**config.mk**
```make
export PLATFORM = sky130hd
export DESIGN_NAME = intr_arb_flat
export DESIGN_NICKNAME = d
export VERILOG_FILES = /design/src/rtl/intr_arb_if.sv /design/src/rtl/intr_arb.sv /design/src/flat_wrapper.sv
export SDC_FILE = /design/constraint.sdc
export NUM_CORES = 1
export LEC_CHECK = 0
export ABC_AREA = 1
export CAP_MARGIN = 20
export CORE_UTILIZATION = 40
export DETAILED_ROUTE_END_ITERATION = 8
export PLACE_DENSITY = 0.72
export SLEW_MARGIN = 15
export SYNTH_ARGS = -nofsm -noshare
export SYNTH_HDL_FRONTEND = slang
export SYNTH_SLANG_ARGS = --single-unit
```
**constraint.sdc**
```tcl
create_clock -name clk -period 9.8 [get_ports clk]
set_input_delay 0.98 -clock clk [delete_from_list [all_inputs] [get_ports clk]]
set_output_delay 0.98 -clock clk [all_outputs]
set_load 0.05 [all_outputs]
```
**src/rtl/intr_arb_if.sv**
```systemverilog
// intr_arb_if: device request bus and CPU interrupt/vector handshake.
// master = requesters/CPU side (drives requests and cpu_ack),
// slave  = the arbiter (drives interrupt, vector, dev_ack).
interface intr_arb_if #(
  parameter int N_DEV = 4
);
  logic [N_DEV-1:0]   dev_interrupt;
  logic [3*N_DEV-1:0] dev_ipl;
  logic [8*N_DEV-1:0] dev_vector;
  logic [2:0]         cpu_ipl;
  logic               cpu_ack;
  logic               interrupt;
  logic [7:0]         vector;
  logic [N_DEV-1:0]   dev_ack;

  modport master (
    output dev_interrupt, dev_ipl, dev_vector, cpu_ipl, cpu_ack,
    input  interrupt, vector, dev_ack
  );

  modport slave (
    input  dev_interrupt, dev_ipl, dev_vector, cpu_ipl, cpu_ack,
    output interrupt, vector, dev_ack
  );
endinterface

```
**src/rtl/intr_arb.sv**
```systemverilog
// intr_arb: shares the CPU interrupt/vector input among N_DEV devices.
// Picks the highest eligible request level above cpu_ipl, presents one
// latched interrupt/vector pair, and pulses dev_ack to the winner on cpu_ack.
// Optional feature macro: INTR_ARB_RR_EN -- round-robin tie breaking among
// equal levels; when undefined, ties go to the lowest index.
module intr_arb #(
  parameter int N_DEV = 4
) (
  input  logic      clk,
  input  logic      reset,
  intr_arb_if.slave bus
);
  localparam int IW = (N_DEV > 1) ? $clog2(N_DEV) : 1;

  typedef enum logic [1:0] {S_IDLE, S_REQ, S_ACK, S_HOLD} state_t;

  state_t           state_q, state_d;
  logic [IW-1:0]    win_q, win_d;
  logic [2:0]       ipl_q, ipl_d;
  logic [7:0]       vector_q, vector_d;
  logic             interrupt_q, interrupt_d;
  logic [N_DEV-1:0] dev_ack_q, dev_ack_d;

  logic [N_DEV-1:0] elig;
  logic             sel_valid;
  logic [IW-1:0]    sel_idx;
  logic [2:0]       sel_ipl;
  logic             win_elig;

`ifdef INTR_ARB_RR_EN
  // Index where the next tie-breaking search starts (one past last acked).
  logic [IW-1:0]    ptr_q, ptr_d;
`endif

  // A request is eligible only above the CPU priority; level 0 never is.
  for (genvar gi = 0; gi < N_DEV; gi++) begin : g_elig
    assign elig[gi] = bus.dev_interrupt[gi] && (bus.dev_ipl[3*gi +: 3] > bus.cpu_ipl);
  end

  // Latched winner stays valid while it requests and outranks the CPU.
  assign win_elig = bus.dev_interrupt[win_q] && (bus.cpu_ipl < ipl_q);

  // Winner search: strict '>' keeps the first candidate visited on ties.
  always_comb begin
    int idx;
    idx       = 0;
    sel_valid = 1'b0;
    sel_idx   = '0;
    sel_ipl   = '0;
    for (int k = 0; k < N_DEV; k++) begin
`ifdef INTR_ARB_RR_EN
      idx = int'(ptr_q) + k;
      if (idx >= N_DEV) idx = idx - N_DEV;
`else
      idx = k;
`endif
      if (elig[idx] && (!sel_valid || (bus.dev_ipl[3*idx +: 3] > sel_ipl))) begin
        sel_valid = 1'b1;
        sel_idx   = IW'(idx);
        sel_ipl   = bus.dev_ipl[3*idx +: 3];
      end
    end
  end

  // Next-state logic; winner/vector/level are latched only on leaving IDLE.
  always_comb begin
    state_d  = state_q;
    win_d    = win_q;
    ipl_d    = ipl_q;
    vector_d = vector_q;
`ifdef INTR_ARB_RR_EN
    ptr_d    = ptr_q;
`endif
    case (state_q)
      S_IDLE: begin
        if (sel_valid) begin
          state_d  = S_REQ;
          win_d    = sel_idx;
          ipl_d    = sel_ipl;
          vector_d = bus.dev_vector[8*int'(sel_idx) +: 8];
        end
      end
      S_REQ: begin
        // An ack in the same cycle as a retract condition takes precedence.
        if (bus.cpu_ack)    state_d = S_ACK;
        else if (!win_elig) state_d = S_IDLE;
      end
      S_ACK: begin
        state_d = S_HOLD;
`ifdef INTR_ARB_RR_EN
        ptr_d = (win_q == IW'(N_DEV - 1)) ? '0 : win_q + 1'b1;
`endif
      end
      S_HOLD:  state_d = S_IDLE;
      default: state_d = S_IDLE;
    endcase
  end

  // Outputs are decoded from the next state so they leave a flop cleanly.
  always_comb begin
    interrupt_d = (state_d == S_REQ);
    dev_ack_d   = '0;
    if (state_d == S_ACK) dev_ack_d[win_d] = 1'b1;
  end

  // State and output registers.
  always_ff @(posedge clk) begin
    if (reset) begin
      state_q     <= S_IDLE;
      win_q       <= '0;
      ipl_q       <= '0;
      vector_q    <= '0;
      interrupt_q <= 1'b0;
      dev_ack_q   <= '0;
`ifdef INTR_ARB_RR_EN
      ptr_q       <= '0;
`endif
    end else begin
      state_q     <= state_d;
      win_q       <= win_d;
      ipl_q       <= ipl_d;
      vector_q    <= vector_d;
      interrupt_q <= interrupt_d;
      dev_ack_q   <= dev_ack_d;
`ifdef INTR_ARB_RR_EN
      ptr_q       <= ptr_d;
`endif
    end
  end

  assign bus.interrupt = interrupt_q;
  assign bus.vector    = vector_q;
  assign bus.dev_ack   = dev_ack_q;
endmodule

```
**src/flat_wrapper.sv**
```systemverilog
// flat-port wrapper written by rule: the top's interface ports become plain ports
module intr_arb_flat 
#(
  parameter int N_DEV = 4
)
  (clk, reset, bus_dev_interrupt, bus_dev_ipl, bus_dev_vector, bus_cpu_ipl, bus_cpu_ack, bus_interrupt, bus_vector, bus_dev_ack);
  intr_arb_if #(.N_DEV(N_DEV)) bus_i ();
  input  logic clk;
  input  logic reset;
  input wire logic [$bits(bus_i.dev_interrupt)-1:0] bus_dev_interrupt;
  input wire logic [$bits(bus_i.dev_ipl)-1:0] bus_dev_ipl;
  input wire logic [$bits(bus_i.dev_vector)-1:0] bus_dev_vector;
  input wire logic [$bits(bus_i.cpu_ipl)-1:0] bus_cpu_ipl;
  input wire logic [$bits(bus_i.cpu_ack)-1:0] bus_cpu_ack;
  output wire logic [$bits(bus_i.interrupt)-1:0] bus_interrupt;
  output wire logic [$bits(bus_i.vector)-1:0] bus_vector;
  output wire logic [$bits(bus_i.dev_ack)-1:0] bus_dev_ack;
  assign bus_i.dev_interrupt = bus_dev_interrupt;
  assign bus_i.dev_ipl = bus_dev_ipl;
  assign bus_i.dev_vector = bus_dev_vector;
  assign bus_i.cpu_ipl = bus_cpu_ipl;
  assign bus_i.cpu_ack = bus_cpu_ack;
  assign bus_interrupt = bus_i.interrupt;
  assign bus_vector = bus_i.vector;
  assign bus_dev_ack = bus_i.dev_ack;
  intr_arb #(.N_DEV(N_DEV)) u_core (.clk(clk), .reset(reset), .bus(bus_i));
endmodule
```
Yosys cells after proc, flatten, opt, wreduce, memory -nomap -nowiden
Index checks and enable logic that the tools add are counted.
{"block": "classes", "addsub": 0, "mul": 0, "div": 0, "magnitude_cmp": 11, "eq_ne": 5, "n_shift": 1, "mux": 21, "bitwise": 1, "reduce_logical": 18}
{"operator": "indexed part select 32 x 6 -> 8 bit", "count": 1}
{"operator": "greater-than comparator 3 bit", "count": 7}
{"operator": "2-to-1 mux 2 bit", "count": 7}
{"operator": "2-to-1 mux 3 bit", "count": 4}
{"operator": "logical AND 1 bit", "count": 9}
{"operator": "one-hot mux 2 bit (4 select lines)", "count": 1}
{"operator": "2-to-1 mux 1 bit", "count": 7}
{"operator": "equality test 2 bit (second input constant)", "count": 3}
{"operator": "< comparator 2 x 3 -> 1 bit (second input constant)", "count": 2}
{"operator": "equality test 2 x 1 -> 1 bit (second input constant)", "count": 2}
{"operator": "logical NOT 1 bit", "count": 3}
{"operator": "logical OR 1 bit", "count": 3}
{"operator": "< comparator 3 bit", "count": 1}
{"operator": "binary-select mux 1 bit (select 2 bit)", "count": 1}
{"operator": "demux 1 bit (select 2 bit)", "count": 1}
{"operator": ">= comparator 2 x 1 -> 1 bit (second input constant)", "count": 1}
{"operator": "logical NOT 2 bit", "count": 1}
{"operator": "AND reduction 2 bit", "count": 1}
{"operator": "OR reduction 2 bit", "count": 1}
{"operator": "inverter 1 bit", "count": 1}
{"block": "totals", "reg_bits": 20, "latchBits": 0, "ram_bits": 0, "rom_bits": 0, "inputBits": 54, "output_inout_bits": 13, "word_cells": 63, "memories": 0}

Depth between registers and ports, before layout
{"block": "logic_depth", "ltp_word": 21, "mapped_depth": 35}

Worst setup path before layout
Ideal clock, no wire load.
{"block": "synth_timing", "path_type": "input to register", "from": "in bus_cpu_ipl[2]", "to": "reg u_core.vector_q[5] (netlist: u_core.bus.vector[5])", "setup_ps": 109, "arrival_ps": 4897, "required_ps": 9691, "slack_ps": 4794, "cell_stages": 33, "path_buffers": 1, "path_cell_list": "inv_1 -> ha_1 -> nand3_1 -> a21oi_2 -> nand2_1 -> ha_1 -> nand3b_1 -> nand2_1 -> nand2_1 -> a21oi_4 -> nand2_1 -> o21ai_0 -> inv_1 -> ha_1 -> nand2_1 -> o21ai_0 -> nand2_1 -> nand2_2 -> nand2_4 -> or2_2 -> nand2_1 -> ha_1 -> a21oi_1 -> o21ai_0 -> nand2_1 -> nand2_2 -> nand2_4 -> buf_6 -> nand3_1 -> nand3_1 -> nand3_1 -> nand2_1 -> inv_1"}
{"block": "synth_via", "elab_chain_cells": 16, "elab_cells_between_ends": 32}
{"element": "from (decl)", "line": "flat_wrapper.sv:13", "source": "input wire logic [$bits(bus_i.cpu_ipl)-1:0] bus_cpu_ipl;"}
{"element": "greater-than comparator 3 bit", "line": "intr_arb.sv:37", "source": "assign elig[gi] = bus.dev_interrupt[gi] && (bus.dev_ipl[3*gi +: 3] > bus.cpu_ipl);"}
{"element": "logical AND 1 bit", "line": "intr_arb.sv:37"}
{"element": "2-to-1 mux 3 bit / 2-to-1 mux 1 bit (equally long branches)", "line": "intr_arb.sv:57", "source": "if (elig[idx] && (!sel_valid || (bus.dev_ipl[3*idx +: 3] > sel_ipl))) begin"}
{"element": "greater-than comparator 3 bit / logical NOT 1 bit (equally long branches)", "line": "intr_arb.sv:57"}
{"element": "logical OR 1 bit", "line": "intr_arb.sv:57"}
{"element": "logical AND 1 bit", "line": "intr_arb.sv:57"}
{"element": "2-to-1 mux 3 bit / 2-to-1 mux 1 bit (equally long branches)", "line": "intr_arb.sv:57"}
{"element": "greater-than comparator 3 bit / logical NOT 1 bit (equally long branches)", "line": "intr_arb.sv:57"}
{"element": "logical OR 1 bit", "line": "intr_arb.sv:57"}
{"element": "logical AND 1 bit", "line": "intr_arb.sv:57"}
{"element": "2-to-1 mux 3 bit / 2-to-1 mux 1 bit (equally long branches)", "line": "intr_arb.sv:57"}
{"element": "greater-than comparator 3 bit / logical NOT 1 bit (equally long branches)", "line": "intr_arb.sv:57"}
{"element": "logical OR 1 bit", "line": "intr_arb.sv:57"}
{"element": "logical AND 1 bit", "line": "intr_arb.sv:57"}
{"element": "2-to-1 mux 2 bit / 2-to-1 mux 1 bit (equally long branches)", "line": "intr_arb.sv:57"}
{"element": "indexed part select 32 x 6 -> 8 bit / AND reduction 2 bit (equally long branches)"}
{"element": "to (signal assigned)", "line": "intr_arb.sv:122", "source": "vector_q <= vector_d;"}
{"element": "to (decl)", "line": "intr_arb.sv:20", "source": "logic [7:0] vector_q, vector_d;"}
Parallel ways exist; a longest one is shown, timed or not.
A chain may end at the register's enable or synchronous reset.

Worst setup path in the final report
Ends and elaborated chain as after synthesis.

==> impl_results.md <==
- Die area: 5090 µm²
- Clock-pin slew on the worst setup and hold paths: 0.08 ns
- Die X: 71.4 µm
- Site Rows: 24
- Total gr overflow: 0
- IO Count: 67
- Post-synthesis sequential area ratio: 20.8%
- Synth warn: 0
- Hold Crit Class: reg2reg
- Outcome: complete, but fails checks
- Total power: 399 µW
- Synth top area cells: dfxtp_1 21%, ha_1 15%, nand2_1 12%
- Pin count of the biggest net entering global routing: 18
- Worst Setup Start Kind: input pin
- Met2 WL: 2110 µm
- Placed Cells incl. Taps: 403
- CTS H-tree lvls: 1
- Antenna violations before repair: 0
- Via density: 4.78
- Critical path type: in2reg
- Nets@finish: 433
- Crit-path slowest cell: clkdlybuf4s50_1
- Clk_lat worst skew: 0.27 ns
- Number of global-route vias before repair: 1814
- TritonCTS Buffers: 3
- Top Metal Used: met4
- Routed via count: 1944
- CTS Buffer Depth: 2
- Placer Congestion: 0.924
- Max-cap violations: 0
- Setup Fix Bufs, Post-CTS: 0
- Starting Density: 43.0%
- Async SR Flop Fraction: 0%
- Post-route DRC: 2
- Endpoints failing setup: 0
- DRT iter0 DRCs: 62
- Min cycle time layout: 5.86 ns
- #FFs+latches synth: 20
- Pwr/cell area: 149 nW/µm²
- Leak: 0.00127 µW
- Worst Path Buf+Inv: 4
- Crit path max fanout: 17
- RSZ-0062 raised after global routing: false
- Filler cell count: 418
- Post-synth top flop: dfxtp_1
- Met3 WL: 172 µm
- GRT Overall Usage: 19.8%
- First-pass GRT wire length: 8060 µm
- Chip height: 71.4 µm
- Core box area: 4470 µm²
- Max incr delay on CP: 0.49 ns
- Clock sinks: 20
- Post-CTS Hold Buffers: 0
- M1 WL: 2500 µm
- Mean Syn Cell Area: 6.66 µm²
- Arrival time at the worst endpoint: 6.08 ns
- Peak Freq: 171 MHz
- CP top delay family: simple AND/OR/NAND/NOR gates
- Area growth syn-to-layout: 39.5%
- Top-area cell type share of the netlist area: 20.8%
- Layout cells sized above 1: 10.4%
- Routed Antenna Nets: 0
- Req. time, crit path: 10.02 ns
- # diodes: 0
- Input/output buffers: 66
- Post-Syn Area: 1920 µm²
- First-pass DRT Iterations: 6
- Hpwl dp: 3960 µm
- Final wirelength: 4830 µm
- Post-cts sizing count: 0
- CTS Root Cell: clkbuf_8
- Failing checks: DRC
- Max-slew headroom: 51.2%
- WHS: 0.553 ns
- Syn Nets: 366
- Post-synth EDFFs: 0
- CTS tree: done
- CP endpoint kind: flip-flop
- Final Skew: 0.00403 ns
- Worst Tran Pin Value: 0.732 ns
- Post-synth cell types: 31
- CP most frequent cell: nand2_1
- Syn Inst Count: 289
- Final worst-path cycle share: 59.8%
- Layout Cells excl Fill: 407
- VDD IR max: 120 µV
- Final Max Slew Viols: 0
- Leading area contributor after synthesis: dfxtp_1
- Sum of negative setup slack: 0 ns
- DR WL/cell: 11.9 µm
- Fin. Hold Viols: 0
==> synthesized netlist by cell type (4+ instances only) <==
master / number
nand3b_1: 8
nand2_1: 62
or2_2: 7
a21oi_1: 20
nor2_1: 32
nand3_1: 17
nand2_4: 7
o21ai_0: 16
dfxtp_1: 20
inv_1: 44
ha_1: 23
nand2_2: 4
==> cell usage in the layout, fill, tap and decap left out <==
cell,Yosys,routed
nand3_1,17,17
nor3_1,2,2
o211ai_1,1,1
nor2_8,1,1
or2_2,7,7
nor2_1,32,32
bufinv_16,0,1
a21oi_1,20,20
o21ai_2,2,2
nor2_2,1,1
o21ai_1,3,3
clkbuf_8,0,3
nand3_4,1,1
o41ai_1,1,1
a21oi_4,1,1
o21ai_0,16,16
nand2_2,4,4
a21oi_2,2,2
o21ai_4,1,1
nand2_1,62,62
inv_6,1,1
o22ai_1,1,1
nand2_4,7,7
dfxtp_1,20,20
ha_1,23,23
inv_4,1,1
inv_1,44,44
clkdlybuf4s50_1,0,66
nand3_2,1,1
or2_0,2,2
nand3b_1,8,8
inv_2,3,3
==> tightest hold or removal path: stages, from the launching register on <==
cell,delay (ns)
dfxtp_1,0.32
o21ai_0,0.15
a21oi_1,0.05
==> flip-flops by register name, indices dropped and copies added (netlist names) <==
name                  flops
u_core.bus.vector         8
u_core.bus.dev_ack        4
u_core.ipl_q              3
u_core.state_q            2
u_core.win_q              2
u_core.bus.interrupt      1
==> logic make-up after synthesis <==
family                     after synthesis  synth area share, %
buffers and inverters                   53                 11.9
DFF                                     20                 20.8
and+or+nand+nor                        145                 37.5
AOI/OAI and AO/OA                       48                 14.8
adders and majority gates               23                 15.0
==> metal layers <==
| layer | track usage [%] | up-vias |
|---|---|---|
| met2 | 33.1 | 37 |
| met1 | 26.8 | 838 |
| met5 | 0 | - |
| li1 | - | 1061 |
| met3 | 3.80 | 8 |
| met4 | 3.78 | 0 |
==> area by class of cell <==
| type | instances | area [µm²] | share of cell area, % |
|---|---|---|---|
| Inverter | 49 | 191 | 7.13 |
| Clock inverter | 1 | 30.0 | 1.12 |
| Timing Repair Buffer | 66 | 661 | 24.6 |
| Tap cell | 52 | 65.1 | 2.42 |
| Multi-Input combinational cell | 216 | 1290 | 48.3 |
| Clock buffer | 3 | 41.3 | 1.54 |
| Sequential cell | 20 | 400 | 14.9 |
==> final timing paths <==
| path | start | to | slack, ns | cells past startpoint |
|---|---|---|---|---|
| worst max register to register | u_core.state_q[1]$_SDFF_PP0_ | u_core.bus.dev_ack[1]$_SDFF_PP0_ | 8.29 | 7 |
| worst min-delay path | u_core.ipl_q[0]$_SDFFE_PP0P_ | u_core.ipl_q[0]$_SDFFE_PP0P_ | 0.55 | 2 |
| worst min register to register | u_core.ipl_q[0]$_SDFFE_PP0P_ | u_core.ipl_q[0]$_SDFFE_PP0P_ | 0.55 | 2 |
| worst max-delay path | bus_cpu_ipl[2] | u_core.bus.vector[5]$_SDFFE_PP0P_ | 3.94 | 34 |
==> power breakdown <==
| part | internal (µW) | switching [µW] | total, µW |
|---|---|---|---|
| clock network | 54.6 | 30.0 | 84.6 |
| logic | 81.5 | 128 | 210 |
| registers | 95.9 | 8.88 | 105 |
==> stage by stage <==
stage	area (µm²)	setup slack, ns	utilization, %
5_1_grt	2680	3.59	60.0
3_3_place_gp	2610	3.86	58.4
6_report	2680	3.94	60.0
4_1_cts	2680	3.98	60.0
3_5_place_dp	2610	3.71	58.4
2_1_floorplan	1920	4.79	-
(Power assumes the default switching activity.)
==> patch, RTL diff (same settings) <==
Reset style: asynchronous (`reset`), changed in one clocked block.
--- a/src/rtl/intr_arb.sv
+++ b/src/rtl/intr_arb.sv
@@ -104,7 +104,7 @@
   end
 
   // State and output registers.
-  always_ff @(posedge clk) begin
+  always_ff @(posedge clk or posedge reset) begin
     if (reset) begin
       state_q     <= S_IDLE;
       win_q       <= '0;
Behaviour: differs if reset is asserted again (counterexample within 4 cycles, from zero or initial values and one cycle with reset high); with reset held inactive, the same outputs for 10 cycles.
==> patch against the original RTL <==
- worst setup slack got worse by 0.33 ns
- sequential cell count stayed put
- routed wire length up 5.5%
- design area is 3.0% higher
- critical path type unchanged
- clock power fell by 3.0%
- total power rose by 31%
- synthesized area is 3.5% higher
- critical endpoint is now u_core.bus.dev_ack[0]$_DFF_PP0_
- global-route usage rose by 0.42 points
- synthesized cell count increased by 5.9%
==> patch: results <==
export IMPL_ys_types=27
export IMPL_antennaDiodeCount=0
export IMPL_skew_ns=0.00688
export IMPL_instances_no_fill=438
export IMPL_dp_hpwl_um=4200
export IMPL_grt_usage=0.203
export IMPL_grt_max_degree=21
export IMPL_critPathMaxFanout=18
export IMPL_leakagePower_nw=1.48
export IMPL_port_buffers=66
export IMPL_place_area_um2=2690
export IMPL_drtIter0Drc=115
export IMPL_ir_drop_mv=0.175
export IMPL_status="complete, no violations"
export IMPL_first_global_vias=1858
export IMPL_place_inst=434
export IMPL_syn_inst=306
export IMPL_cp_data_arrival_time_ns=6.37
export IMPL_drt_wl_total_um=5090
export IMPL_synth_area_top_cells="dfrtp_1, nand2_1, ha_1"
export IMPL_dr_pass1_iters=4
export IMPL_globalplace_congestion=0.835
export IMPL_max_slew_margin=0.514
export IMPL_yosysSeqAreaShare=0.251
export IMPL_nets=449
export IMPL_grt_pass1_wl_um=8220
export IMPL_vias=2002
export IMPL_yosys_top_cells_count="nand2_1, inv_1, nand3_1"
export IMPL_syn_num_nets=383
export IMPL_layout_drive_gt1_share=0.0539
export IMPL_async_reset_ff_frac=1.00
export IMPL_cts_setup_buffers=0
==> patch: changes by cell type after synthesis, sizes merged, moves of 8 or more <==
| cell | before | now |
|---|---|---|
| dfxtp | 20 | 0 |
| nand2 | 73 | 101 |
| nand3 | 19 | 28 |
| inv | 49 | 63 |
| nor2 | 34 | 22 |
| a21oi | 23 | 11 |
| dfrtp | 0 | 20 |
| or2 | 9 | 1 |
==> patch: final timing paths <==
path	startpoint	endpoint	cells past startpoint	slack (ns)
min reg2reg	u_core.bus.vector[5]$_DFFE_PP0P_	u_core.bus.vector[5]$_DFFE_PP0P_	2	0.49
max	bus_cpu_ipl[2]	u_core.bus.dev_ack[0]$_DFF_PP0_	36	3.61
max reg2reg	u_core.state_q[0]$_DFF_PP0_	u_core.bus.dev_ack[2]$_DFF_PP0_	7	8.19
min	u_core.bus.vector[5]$_DFFE_PP0P_	u_core.bus.vector[5]$_DFFE_PP0P_	2	0.49
max in group asynchronous	reset	u_core.ipl_q[2]$_DFFE_PP0P_	2	8.21
min in group asynchronous	reset	u_core.bus.vector[3]$_DFFE_PP0P_	2	1.13
==> patch: cells by family after synthesis <==
logic type,Yosys count,synth area share
buffers and inverters,68,0.140
AND/OR/NAND/NOR,160,0.361
AO/OA/AOI/OAI,35,0.103
flip-flops,20,0.251
adder cells (fa/ha/maj),23,0.144
==> patch: worst max-delay path: cells and delay by family <==
kind | cells | cell delay [ns]
and+or+nand+nor | 19 | 1.98
buffers and inverters | 6 | 0.94
adders and majority gates | 4 | 1.28
AOI/OAI and AO/OA | 7 | 1.16
==> patch: final cells by class <==
type	count	area, um^2
Clock buffer	3	41.3
Clock inverter	1	30.0
Fill cell	457	1990
Inverter	63	236
Multi-Input combinational cell	218	1210
Sequential cell	20	500
Tap cell	67	83.8
Timing Repair Buffer	66	661
==> patch: routing by layer <==
layer | GRT usage | share of wire
met1 | 0.274 | 0.48
met2 | 0.349 | 0.47
met3 | 0.0167 | 0.033
met4 | 0.0523 | 0.010
met5 | 0 | 0
==> patch: where the power goes <==
group	switching, mW	internal [mW]	total, mW
Clock	0.0275	0.0546	0.0821
Combinational	0.198	0.110	0.308
Sequential	0.0190	0.115	0.134
Total	0.245	0.280	0.524
